--- config.mk ---
export PLATFORM = sky130hd
export DESIGN_NAME = sfx_tone_arbiter_flat
export DESIGN_NICKNAME = d
export VERILOG_FILES = /design/src/rtl/sfx_tone_arbiter_if.sv /design/src/rtl/sfx_tone_arbiter.sv /design/src/flat_wrapper.sv
export SDC_FILE = /design/constraint.sdc
export NUM_CORES = 1
export LEC_CHECK = 0
export CAP_MARGIN = 40
export CORE_AREA = 2 2 67 101
export DETAILED_ROUTE_END_ITERATION = 12
export DIE_AREA = 0 0 69 103
export GPL_ROUTABILITY_DRIVEN = 1
export PLACE_DENSITY_LB_ADDON = 0.12
export SLEW_MARGIN = 10
export SYNTH_ARGS = -nofsm -noshare
export SYNTH_HDL_FRONTEND = slang
export SYNTH_SLANG_ARGS = --single-unit
--- constraint.sdc ---
create_clock -name clk -period 5.6 [get_ports clk]
set_input_delay 1.12 -clock clk [delete_from_list [all_inputs] [get_ports clk]]
set_output_delay 1.12 -clock clk [all_outputs]
set_load 0.01 [all_outputs]
--- src/rtl/sfx_tone_arbiter_if.sv ---
// Bus between game logic / music chain and the SFX tone arbiter.
//   enable      game running; low aborts and mutes
//   sfx_req     one-cycle request pulses: [0] rotate, [1] drop, [2] line clear, [3] game over
//   music_freq  background music tone in Hz (0 = rest)
//   tone_freq   registered frequency for the tone PWM generator in Hz (0 = silence)
//   sfx_active  high while an effect is playing
//   sfx_id      index of the effect playing (valid while sfx_active)
//   sfx_done    one-cycle pulse when an effect completes its last note
interface sfx_tone_arbiter_if;
  logic        enable;
  logic [3:0]  sfx_req;
  logic [31:0] music_freq;
  logic [31:0] tone_freq;
  logic        sfx_active;
  logic [1:0]  sfx_id;
  logic        sfx_done;

  modport master (
    output enable, sfx_req, music_freq,
    input  tone_freq, sfx_active, sfx_id, sfx_done
  );

  modport slave (
    input  enable, sfx_req, music_freq,
    output tone_freq, sfx_active, sfx_id, sfx_done
  );
endinterface

--- src/rtl/sfx_tone_arbiter.sv ---
// Shares the speaker tone generator between background music and sound effects.
// Sequences multi-note effects from a small ROM, arbitrates by fixed priority
// (id3 > id2 > id1 > id0) and lets equal/higher priority requests pre-empt.
// Ports: clk, reset (async, active-high), bus (sfx_tone_arbiter_if.slave).
// Optional feature: define SFX_QUEUE_EN to add a one-deep pending slot that
// holds a rejected lower-priority request until the current effect finishes.
module sfx_tone_arbiter #(
  parameter int unsigned TICKS_PER_NOTE = 12_500_000,
  parameter int unsigned GAP_TICKS      = 1_250_000
) (
  input logic             clk,
  input logic             reset,
  sfx_tone_arbiter_if.slave bus
);

  localparam int unsigned CNT_MAX_RAW = (TICKS_PER_NOTE > GAP_TICKS) ? TICKS_PER_NOTE : GAP_TICKS;
  localparam int unsigned CNT_MAX     = (CNT_MAX_RAW > 2) ? CNT_MAX_RAW : 2;
  localparam int unsigned CNT_W       = $clog2(CNT_MAX);
  localparam logic [CNT_W-1:0] NOTE_LAST = CNT_W'(TICKS_PER_NOTE - 1);
  localparam logic [CNT_W-1:0] GAP_LAST  = CNT_W'((GAP_TICKS > 0) ? GAP_TICKS - 1 : 0);

  typedef enum logic [1:0] {IDLE, PLAY, GAP} state_t;

  state_t           state_q, state_d;
  logic [CNT_W-1:0] tick_q, tick_d;
  logic [1:0]       idx_q, idx_d;
  logic [1:0]       id_q, id_d;
  logic [31:0]      tone_q, tone_d;
  logic             active_q, active_d;
  logic             done_q, done_d;
`ifdef SFX_QUEUE_EN
  logic             pend_vld_q, pend_vld_d;
  logic [1:0]       pend_id_q, pend_id_d;
`endif

  logic       req_vld_c;
  logic [1:0] req_id_c;
  logic       start_c;
  logic [1:0] start_id_c;
  logic       complete_c;

  // Effect ROM: frequency of note idx of effect id.
  function automatic logic [31:0] note_freq(input logic [1:0] id, input logic [1:0] idx);
    case ({id, idx})
      4'b00_00: note_freq = 32'd988;
      4'b01_00: note_freq = 32'd523;
      4'b01_01: note_freq = 32'd262;
      4'b10_00: note_freq = 32'd523;
      4'b10_01: note_freq = 32'd659;
      4'b10_10: note_freq = 32'd784;
      4'b10_11: note_freq = 32'd1047;
      4'b11_00: note_freq = 32'd392;
      4'b11_01: note_freq = 32'd330;
      4'b11_10: note_freq = 32'd262;
      4'b11_11: note_freq = 32'd131;
      default:  note_freq = 32'd0;
    endcase
  endfunction

  // Index of the final note of each effect.
  function automatic logic [1:0] last_idx(input logic [1:0] id);
    case (id)
      2'd0:    last_idx = 2'd0;
      2'd1:    last_idx = 2'd1;
      default: last_idx = 2'd3;
    endcase
  endfunction

  // Highest-priority request this cycle; ignored while disabled.
  always_comb begin
    req_vld_c = bus.enable && (|bus.sfx_req);
    if (bus.sfx_req[3])      req_id_c = 2'd3;
    else if (bus.sfx_req[2]) req_id_c = 2'd2;
    else if (bus.sfx_req[1]) req_id_c = 2'd1;
    else                     req_id_c = 2'd0;
  end

  // State register.
  always_ff @(posedge clk or posedge reset) begin
    if (reset) begin
      state_q    <= IDLE;
      tick_q     <= '0;
      idx_q      <= '0;
      id_q       <= '0;
      tone_q     <= '0;
      active_q   <= 1'b0;
      done_q     <= 1'b0;
`ifdef SFX_QUEUE_EN
      pend_vld_q <= 1'b0;
      pend_id_q  <= '0;
`endif
    end else begin
      state_q    <= state_d;
      tick_q     <= tick_d;
      idx_q      <= idx_d;
      id_q       <= id_d;
      tone_q     <= tone_d;
      active_q   <= active_d;
      done_q     <= done_d;
`ifdef SFX_QUEUE_EN
      pend_vld_q <= pend_vld_d;
      pend_id_q  <= pend_id_d;
`endif
    end
  end

  // Next-state and registered-output logic.
  always_comb begin
    state_d    = state_q;
    tick_d     = tick_q;
    idx_d      = idx_q;
    id_d       = id_q;
    done_d     = 1'b0;
    start_c    = 1'b0;
    start_id_c = req_id_c;
    complete_c = 1'b0;
`ifdef SFX_QUEUE_EN
    pend_vld_d = pend_vld_q;
    pend_id_d  = pend_id_q;
`endif

    if (!bus.enable) begin
      state_d = IDLE;
      tick_d  = '0;
      idx_d   = '0;
`ifdef SFX_QUEUE_EN
      pend_vld_d = 1'b0;
`endif
    end else begin
      case (state_q)
        IDLE: begin
          if (req_vld_c) start_c = 1'b1;
        end
        PLAY: begin
          if (req_vld_c && (req_id_c >= id_q)) begin
            // Pre-emption wins even over the last-note terminal count.
            start_c = 1'b1;
`ifdef SFX_QUEUE_EN
            pend_vld_d = 1'b0;
`endif
          end else begin
`ifdef SFX_QUEUE_EN
            if (req_vld_c && (!pend_vld_q || (req_id_c > pend_id_q))) begin
              pend_vld_d = 1'b1;
              pend_id_d  = req_id_c;
            end
`endif
            if (tick_q == NOTE_LAST) begin
              tick_d = '0;
              if (idx_q == last_idx(id_q)) begin
                done_d = 1'b1;
                idx_d  = '0;
                if (GAP_TICKS == 0) complete_c = 1'b1;
                else                state_d    = GAP;
              end else begin
                idx_d = idx_q + 2'd1;
              end
            end else begin
              tick_d = tick_q + CNT_W'(1);
            end
          end
        end
        GAP: begin
          if (req_vld_c) begin
            start_c = 1'b1;
`ifdef SFX_QUEUE_EN
            pend_vld_d = 1'b0;
`endif
          end else if (tick_q == GAP_LAST) begin
            tick_d     = '0;
            complete_c = 1'b1;
          end else begin
            tick_d = tick_q + CNT_W'(1);
          end
        end
        default: state_d = IDLE;
      endcase
    end

    // Effect finished: start the pending request if any, else go back to music.
    if (complete_c) begin
      state_d = IDLE;
`ifdef SFX_QUEUE_EN
      if (pend_vld_d) begin
        start_c    = 1'b1;
        start_id_c = pend_id_d;
        pend_vld_d = 1'b0;
      end
`endif
    end

    if (start_c) begin
      state_d = PLAY;
      id_d    = start_id_c;
      idx_d   = '0;
      tick_d  = '0;
    end

    // Tone register follows the state being entered.
    case (state_d)
      PLAY:    tone_d = note_freq(id_d, idx_d);
      GAP:     tone_d = 32'd0;
      default: tone_d = bus.enable ? bus.music_freq : 32'd0;
    endcase
    active_d = (state_d == PLAY);
  end

  assign bus.tone_freq  = tone_q;
  assign bus.sfx_active = active_q;
  assign bus.sfx_id     = id_q;
  assign bus.sfx_done   = done_q;

endmodule

--- src/flat_wrapper.sv ---
// flat-port wrapper written by rule: the top's interface ports become plain ports
module sfx_tone_arbiter_flat 
#(
  parameter int unsigned TICKS_PER_NOTE = 12_500_000,
  parameter int unsigned GAP_TICKS      = 1_250_000
)
  (clk, reset, bus_enable, bus_sfx_req, bus_music_freq, bus_tone_freq, bus_sfx_active, bus_sfx_id, bus_sfx_done);
  sfx_tone_arbiter_if bus_i ();
  input logic clk;
  input logic reset;
  input wire logic [$bits(bus_i.enable)-1:0] bus_enable;
  input wire logic [$bits(bus_i.sfx_req)-1:0] bus_sfx_req;
  input wire logic [$bits(bus_i.music_freq)-1:0] bus_music_freq;
  output wire logic [$bits(bus_i.tone_freq)-1:0] bus_tone_freq;
  output wire logic [$bits(bus_i.sfx_active)-1:0] bus_sfx_active;
  output wire logic [$bits(bus_i.sfx_id)-1:0] bus_sfx_id;
  output wire logic [$bits(bus_i.sfx_done)-1:0] bus_sfx_done;
  assign bus_i.enable = bus_enable;
  assign bus_i.sfx_req = bus_sfx_req;
  assign bus_i.music_freq = bus_music_freq;
  assign bus_tone_freq = bus_i.tone_freq;
  assign bus_sfx_active = bus_i.sfx_active;
  assign bus_sfx_id = bus_i.sfx_id;
  assign bus_sfx_done = bus_i.sfx_done;
  sfx_tone_arbiter #(.TICKS_PER_NOTE(TICKS_PER_NOTE), .GAP_TICKS(GAP_TICKS)) u_core (.clk(clk), .reset(reset), .bus(bus_i));
endmodule
---- After elaboration in Yosys (flattened, before gate mapping) ----
Memories as Yosys holds them, arrays and structs flattened.
Cells that the tools add are included.
operators by class
  add/sub/neg operators ................... 2
  order comparisons ....................... 1
  equality and inequality tests ........... 11
  mux-type cells .......................... 44
  reduce and logical (&&, ||, !) cells .... 7
operators with widths
  kind                                             count
  two-way mux 24 bit                               6
  case mux 32 bit (2 select lines)                 1
  case mux 24 bit (2 select lines)                 1
  two-way mux 2 bit                                19
  two-way mux 32 bit                               1
  adder 24 x 1 -> 24 bit, second input constant    1
  == test 24 x 21 -> 1 bit, second input constant  1
  == test 24 bit, second input constant            1
  two-way mux 1 bit                                13
  case mux 2 bit (2 select lines)                  2
  == test 2 x 1 -> 1 bit, second input constant    3
  == test 2 bit, second input constant             2
  zero test 2 bit                                  2
  != test 4 x 1 -> 1 bit, second input constant    1
  != test 4 x 3 -> 1 bit, second input constant    1
  != test 4 bit, second input constant             1
  OR reduction 4 bit                               1
  AND reduction 3 bit                              1
  adder 2 x 1 -> 2 bit, second input constant      1
  == test 2 bit                                    1
  >= comparator 2 bit                              1
  logical AND 1 bit                                2
  case mux 1 bit (2 select lines)                  1
  OR reduction 2 bit                               1
storage, ports and cells
  register bits after elaboration ......... 64
  ROM bits ................................ 160
  bits of input ports ..................... 39
  output and inout port bits .............. 36
  logic and storage cells ................. 73
  memories ................................ 1
memories
  memory            depth  bits a word  rd ports  clocked after Yosys merged registers in  write ports  line                    text
  (name not given)  16     10           1         0                                        0            sfx_tone_arbiter.sv:44  case ({id, idx})

---- Longest topological paths before layout ----
Gate-level depths: netlist (run 1).
  depth in word-level cells ............... 18
  depth in mapped cells ................... 14
  depth with buffers taken out ............ 13

---- Worst setup path before layout (run 1) ----
OpenSTA, ideal clock, no wires.
  path kind ............................... in2reg
  start point ............................. input port bus_sfx_req[3]
  end point ............................... register u_core.tone_q[7], in the netlist u_core.bus.tone_freq[7]
  setup time .............................. 0.126 ns
  arrival ................................. 3.619 ns
  data required time ...................... 5.474 ns
  slack ................................... 1.855 ns
  stages on the path ...................... 10
  path buffers ............................ 1
  path through ............................ or2_2 -> ha_1 -> a21boi_0 -> o21ai_0 -> nand2_1 -> or2_2 -> ha_1 -> and2_1 -> buf_1 -> a221o_1
between the ends
  cells in the longest elaborated chain, start to end .. 10
  elaborated cells on any way between the ends .. 26
  those cells by class .................... order compare: 1; eq/ne: 2; mux: 19; reduce/logical: 3; memory: 1
ends and longest elaborated chain
  what                                                               line                     text
  from (decl)                                                        flat_wrapper.sv:12       input wire logic [$bits(bus_i.sfx_req)-1:0] bus_sfx_req;
  branches (longest 9 deep; another with memory read (16 x 10 bit))  --
  case mux 32 bit (2 select lines) (*)                               sfx_tone_arbiter.sv:200  case (state_d)
  named net u_core.tone_d[7]                                         sfx_tone_arbiter.sv:28   logic [31:0] tone_q, tone_d;
  to (signal assigned)                                               sfx_tone_arbiter.sv:97   tone_q <= tone_d;
  to (decl)                                                          sfx_tone_arbiter.sv:28
Mark *: on every way through the listed nets, which the timed path passes.
A chain may end at the register's enable or synchronous reset.

---- Worst setup path after layout (run 1) ----
  start point ............................. input port bus_sfx_req[3]
  end point ............................... register u_core.tone_q[8], in the netlist u_core.bus.tone_freq[8]
The elaborated chain is that of the path after synthesis.

==> impl_metrics.ini, run 1 <==
[outcome]
status = finished, final reports clean

[worst_setup_path]
worstPathCellList = clkdlybuf4s50_1 > or2_2 > ha_1 > a21boi_0 > o21ai_0 > nand2_1 > or2_2 > ha_1 > buf_4 > and2_1 > nand2_1 > o31a_1 > a2bb2oi_2
worstPathArrival_ns = 4.54
crit_start = bus_sfx_req[3]
reg2regPathDepth = 13
path_delay_family = simple AND/OR/NAND/NOR gates
crit_buf_inv = 2
r2r_end = u_core.bus.tone_freq[8]$_DFF_PP0_
cp-start-kind = input port
r2r_start = u_core.tick_q[8]$_DFFE_PP0P_
cp_slowest_cell = clkdlybuf4s50_1
critPathMaxStageDelay_ns = 0.46
crit_required_ns = 5.88
end_kind = flip-flop
path_class = input port to flip-flop
cp_max_fo = 26
r2r_slack_ns = 2.28

[timing]
max_freq_mhz = 235
skew_ns = 0.00975
fin_tns_setup_ns = 0
max_slew_margin = 0.487
maxSlewViolCount = 0
final-hold-violation-count = 0
rsz0062_at_grt = false
max_slew.worst_pin.slew_ns = 0.762
fin_crit_ns = 4.26
final.period_utilization = 0.761
finalSetupViolations = 0

[logic_synthesis]
synthesis.nets = 393
async_flop_share = 1.00
yosysWarnings = 0
synth_top_cell_by_area = dfrtp_1
synthDistinctLibCells = 52
synthesis.instances = 344
seq_area_frac_synth = 0.486
avgSynthCellArea_um2 = 9.58
syn-cell-area_mm2 = 0.00330
synth_top_area_frac = 0.486
synth-seq-cells = 64
synth_area_leaders = dfrtp_1 49%, o21ai_0 6.1%, and3_1 5.1%
yosysMostFrequentCell = dfrtp_1
synth_edf_count = 0
synth_commonest_cells = 64 x dfrtp_1, 40 x o21ai_0, 31 x nand2_1, 27 x and3_1, 25 x nor2_1
synth_ff_type = dfrtp_1

[placement]
dp_hpwl_mm = 6.11
portBuffers = 74
place_congestion = 0.895

[power_and_ir_drop]
total_power_mw = 1.12
leakagePower_nw = 1.90
peakVddDrop_mv = 0.186
power_density_mw_per_mm2 = 258

[route]
drt_wl_total_mm = 8.37
drc_errors = 0
drt-initial-drc-count = 212
ant_nets = 0
vias = 2944
routedWlPerCell_um = 16.6
avgViaCountPerCell = 5.84
drt-pass1-iter-count = 4

[hold_path]
hold_depth = 1
hold_end = u_core.tick_q[22]$_DFFE_PP0P_
hold_path.class = flip-flop to flip-flop
hp-start = u_core.tick_q[22]$_DFFE_PP0P_

[die]
rows = 36
core_mm2 = 0.00631
die_w_um = 69
die_area_mm2 = 0.00711
die_y_um = 103
start_util = 0.523
num_io_pins = 75

[clock_network]
clk_root_buffer_cell = clkbuf_8
cts_resized = 0
clock_path_buffers = 2
cts_tree = done
clkSinkCount = 64
numCtsBuffers = 9
h-tree-depth = 3
clk_pin_slew_ns = 0.07
postCtsSetupBuffers = 0
cts_hold_buf = 0
clkLatencyLatePin_ns = 0.35

[grt]
grt_start_max_net_pins = 39
grt_pass1_wl_mm = 14.1
grt_antenna_before_repair = 0
grt_pass1_vias = 2853
grt_overflow_total = 0
grtUsageTotal = 0.253

[cells_and_area]
final_nets = 472
areaGrowthSynthToFinish_pct = 31.4
n_antenna_cell = 0
drive_gt1_frac = 0.0864

[run]
max_cap_violations = 0
-- state kept, by name, indices dropped and copies added, names as in the netlist --
signal and count:
u_core.bus.sfx_done 1, u_core.tick_q 24, u_core.bus.sfx_id 2, u_core.state_q 2
u_core.bus.sfx_active 1, u_core.idx_q 2, u_core.bus.tone_freq 32
-- per-layer routing --
| metal | GRT usage | vias to the layer above | wire, µm | part of all wire |
|---|---|---|---|---|
| met5 | 0 | - | 0 | 0 |
| met4 | 0.125 | 0 | 201 | 0.024 |
| met3 | 0.0665 | 18 | 421 | 0.050 |
| met2 | 0.439 | 77 | 4480 | 0.54 |
| met1 | 0.293 | 1439 | 3270 | 0.39 |
| li1 | - | 1410 | - | - |
-- how the worst max path moves through the flow --
stage                     slack [ns]                                end  cells past startpoint
after floorplan                 1.85  u_core.bus.tone_freq[7]$_DFF_PP0_                     10
after global placement          1.10  u_core.bus.tone_freq[8]$_DFF_PP0_                     13
after detailed placement        1.01  u_core.bus.tone_freq[8]$_DFF_PP0_                     13
after CTS                       1.40  u_core.bus.tone_freq[8]$_DFF_PP0_                     13
after global routing            1.09  u_core.bus.tone_freq[8]$_DFF_PP0_                     13
final                           1.34  u_core.bus.tone_freq[8]$_DFF_PP0_                     13
-- metrics by stage --
stage                     std cells  hold WS (ns)  utilization  worst slack (ns)  area [µm²]
after detailed placement        488         0.515        0.655              1.01        4130
after global routing            504         0.550        0.687              1.09        4330
after CTS                       504         0.527        0.687              1.40        4330
after floorplan                 344         0.460            -              1.85        3300
final                           504         0.521        0.687              1.34        4330
after global placement          485         0.496        0.650              1.10        4100
-- logic make-up (layout without fill, tap and decap cells) --
family | after synthesis | count (layout) | synth area share
muxes | 6 | 6 | 0.0197
buffers and inverters | 24 | 108 | 0.0307
and+or+nand+nor | 147 | 147 | 0.243
xor gates and xnor gates | 1 | 1 | 0.00266
DFF | 64 | 64 | 0.486
AOI/OAI and AO/OA | 92 | 92 | 0.180
adders and majority gates | 10 | 10 | 0.0380
-- placed cells by master (no fill, tap or decap), types with 3 or more instances in the layout --
master / Yosys / layout
mux2i_1: 4 / 4
o21a_1: 3 / 3
nand2_1: 31 / 31
inv_1: 11 / 10
buf_4: 2 / 5
or4_1: 3 / 3
dfrtp_1: 64 / 64
o21ai_0: 40 / 40
clkbuf_8: 0 / 10
and3_1: 27 / 27
nand2b_1: 6 / 6
clkdlybuf4s50_1: 0 / 74
nor3_1: 4 / 4
nor4_1: 5 / 5
o31ai_1: 12 / 12
a22o_1: 3 / 3
a21oi_1: 10 / 10
o21ai_1: 5 / 5
nand3_1: 15 / 15
nor2_1: 25 / 25
and2_1: 4 / 4
nor2b_1: 9 / 9
nand4_1: 7 / 7
ha_1: 10 / 10
-- power breakdown --
part	switching, mW	internal [mW]
Combinational	0.108	0.109
Sequential	0.0134	0.484
Clock	0.185	0.217
Total	0.306	0.810
-- final cells by class --
| class | count | area, µm² |
|---|---|---|
| Multi-Input combinational cell | 256 | 1590 |
| Clock inverter | 5 | 56.3 |
| Clock buffer | 11 | 141 |
| Sequential cell | 64 | 1600 |
| Timing Repair Buffer | 81 | 801 |
| Fill cell | 527 | 1980 |
| Tap cell | 76 | 95.1 |
| Inverter | 11 | 41.3 |
No activity file was read; power rests on OpenSTA's default activity.
==> inputs of run 2 (changes only) <==
CORE_AREA = 2 2 73 110   (was 2 2 67 101)
DIE_AREA = 0 0 75 112   (was 0 0 69 103)
clock period = 3.5 ns   (was 5.6 ns; I/O delays follow)
==> impl_metrics.ini, run 2 (synthesis results as in run 1) <==
[outcome]
status = finished, final reports clean

[timing]
fin_crit_ns = 3.36
max_slew.worst_pin.slew_ns = 0.793
skew_ns = 0.00649
rsz0062_at_grt = false
finalSetupViolations = 0
max_freq_mhz = 298
setup_ws_ns = 0.144
final.period_utilization = 0.959
maxSlewViolCount = 0
worst_hold_slack_ns = 0.497
max_slew_margin = 0.466
final-hold-violation-count = 0

[cells_and_area]
layout.cells.most_common = clkdlybuf4s50_1
fin_area_mm2 = 0.00466
postLayoutCoreUtil = 0.624
n_antenna_cell = 0
areaGrowthSynthToFinish_pct = 41.3
layout_common_cells = 74 x clkdlybuf4s50_1, 64 x dfrtp_1, 38 x o21ai_0, 31 x nand2_1, 28 x buf_4
final_nets = 495
largest_register_ffs = 32
drive_gt1_frac = 0.140

[power_and_ir_drop]
power_frac_seq = 0.388
p_sw_uw = 518
p_clk_frac = 0.430
power_density_mw_per_mm2 = 441
leakagePower_nw = 2.06
swShare = 0.252
total_power_mw = 2.06
p_int_mw = 1.54
power.share.combinational = 0.182
peakVddDrop_mv = 0.333

[clock_network]
numCtsBuffers = 9
clkSinkCount = 64
cts_hold_buf = 0
clkLatencyLatePin_ns = 0.33
clock_path_buffers = 2
clk_root_buffer_cell = clkbuf_16
cts_tree = done
h-tree-depth = 3
clk_pin_slew_ns = 0.05

[hold_path]
hold_path.class = flip-flop to flip-flop

[die]
die_area_mm2 = 0.00840
num_io_pins = 75
die_y_um = 112
rows = 39
die_w_um = 75
start_util = 0.441
core_mm2 = 0.00747

[placement]
place_congestion = 0.834
portBuffers = 74
place_ws_ns = -0.292
dp_hpwl_mm = 6.40
placed_cell_area_mm2 = 0.00435

[grt]
grtUsageTotal = 0.223
grt_overflow_total = 0
grt_antenna_before_repair = 0
grt_pass1_wl_mm = 14.2
grt_start_max_net_pins = 36
grt_pass1_vias = 3028

[route]
drt_wl_total_mm = 8.61
ant_nets = 0
drt-pass1-iter-count = 4
avgViaCountPerCell = 5.37
vias = 2967
drc_errors = 0
routedWlPerCell_um = 15.6
drt-initial-drc-count = 224

[worst_setup_path]
cp_max_fo = 5
crit_path_end = u_core.bus.tone_freq[2]$_DFF_PP0_
r2r_end = u_core.bus.tone_freq[2]$_DFF_PP0_
cp-start-kind = input port
path_class = input port to flip-flop
end_kind = flip-flop
reg2regPathDepth = 11
r2r_slack_ns = 0.44
crit_start = bus_sfx_req[3]
worstPathArrival_ns = 3.56
r2r_start = u_core.tick_q[6]$_DFFE_PP0P_
crit_required_ns = 3.71

[run]
max_cap_violations = 0
## run 2: cell types whose count changed in the layout (fill, tap and decap cells not counted), moves of 2 or more
cell / previous run / this run
o21ai_0: 40 / 38
buf_4: 5 / 28
o21ai_1: 5 / 7
clkbuf_8: 10 / 1
buf_6: 2 / 0
clkbuf_16: 0 / 9
## run 2: worst min path at each step
stage	cells after the start	endpoint	start
floorplan	1	u_core.tick_q[20]$_DFFE_PP0P_	u_core.tick_q[20]$_DFFE_PP0P_
global placement	1	u_core.tick_q[22]$_DFFE_PP0P_	u_core.tick_q[22]$_DFFE_PP0P_
detailed placement	1	u_core.tick_q[20]$_DFFE_PP0P_	u_core.tick_q[20]$_DFFE_PP0P_
CTS	1	u_core.tick_q[20]$_DFFE_PP0P_	u_core.tick_q[20]$_DFFE_PP0P_
global route	1	u_core.tick_q[20]$_DFFE_PP0P_	u_core.tick_q[20]$_DFFE_PP0P_
finish	1	u_core.tick_q[20]$_DFFE_PP0P_	u_core.tick_q[20]$_DFFE_PP0P_
## run 2: routing by layer
metal	GRT usage	routed length [µm]	up-vias
li1	-	-	1455
met1	0.251	3360	1419
met2	0.376	4640	76
met3	0.0633	390	17
met4	0.107	217	0
met5	0	0	-
## run 2: area by class of cell
type | count | area [µm²]
Fill cell | 655 | 2810
Multi-Input combinational cell | 256 | 1600
Sequential cell | 64 | 1600
Timing Repair Buffer | 104 | 986
Clock buffer | 11 | 243
Tap cell | 102 | 128
Clock inverter | 5 | 56.3
Inverter | 11 | 41.3
## run 2: stage by stage
stage / setup TNS, ns / std cells
2_1_floorplan: 0 / 344
4_1_cts: 0 / 553
3_3_place_gp: -1.75 / 536
3_5_place_dp: -2.71 / 537
6_report: 0 / 553
5_1_grt: 0 / 553
## run 2: critical path, stage by stage
cell and delay, ns:
clkdlybuf4s50_1 0.41, or2_2 0.31, ha_1 0.31, o21ai_1 0.15, nor2_1 0.06, a21o_1 0.21, nor2_2 0.13, nor2_1 0.05
or2_2 0.28, ha_1 0.33, and2_2 0.25, buf_4 0.14, a22o_1 0.22
## run 2: what timing repair did
item / CTS / global route
endpoints found under the setup margin: 0 / 9
hold endpoints to repair: 0 / 0
gates resized for setup: 0 / 5
setup buffers: 0 / 0
## run 2: power groups by stage
stage | combinational (mW) | sequential, mW | clock (mW)
finish | 0.374 | 0.798 | 0.884
global route | 0.407 | 0.802 | 0.944
CTS | 0.375 | 0.799 | 0.909
detailed placement | 0.373 | 0.811 | 0
global placement | 0.368 | 0.810 | 0
floorplan | 0.168 | 0.825 | 0
==> inputs of run 3 (changes only) <==
CTS_CLUSTER_SIZE = 16   (was unset)
==> results of run 3 <==
The final DEF is identical to that of run 2; final timing and power are the same.
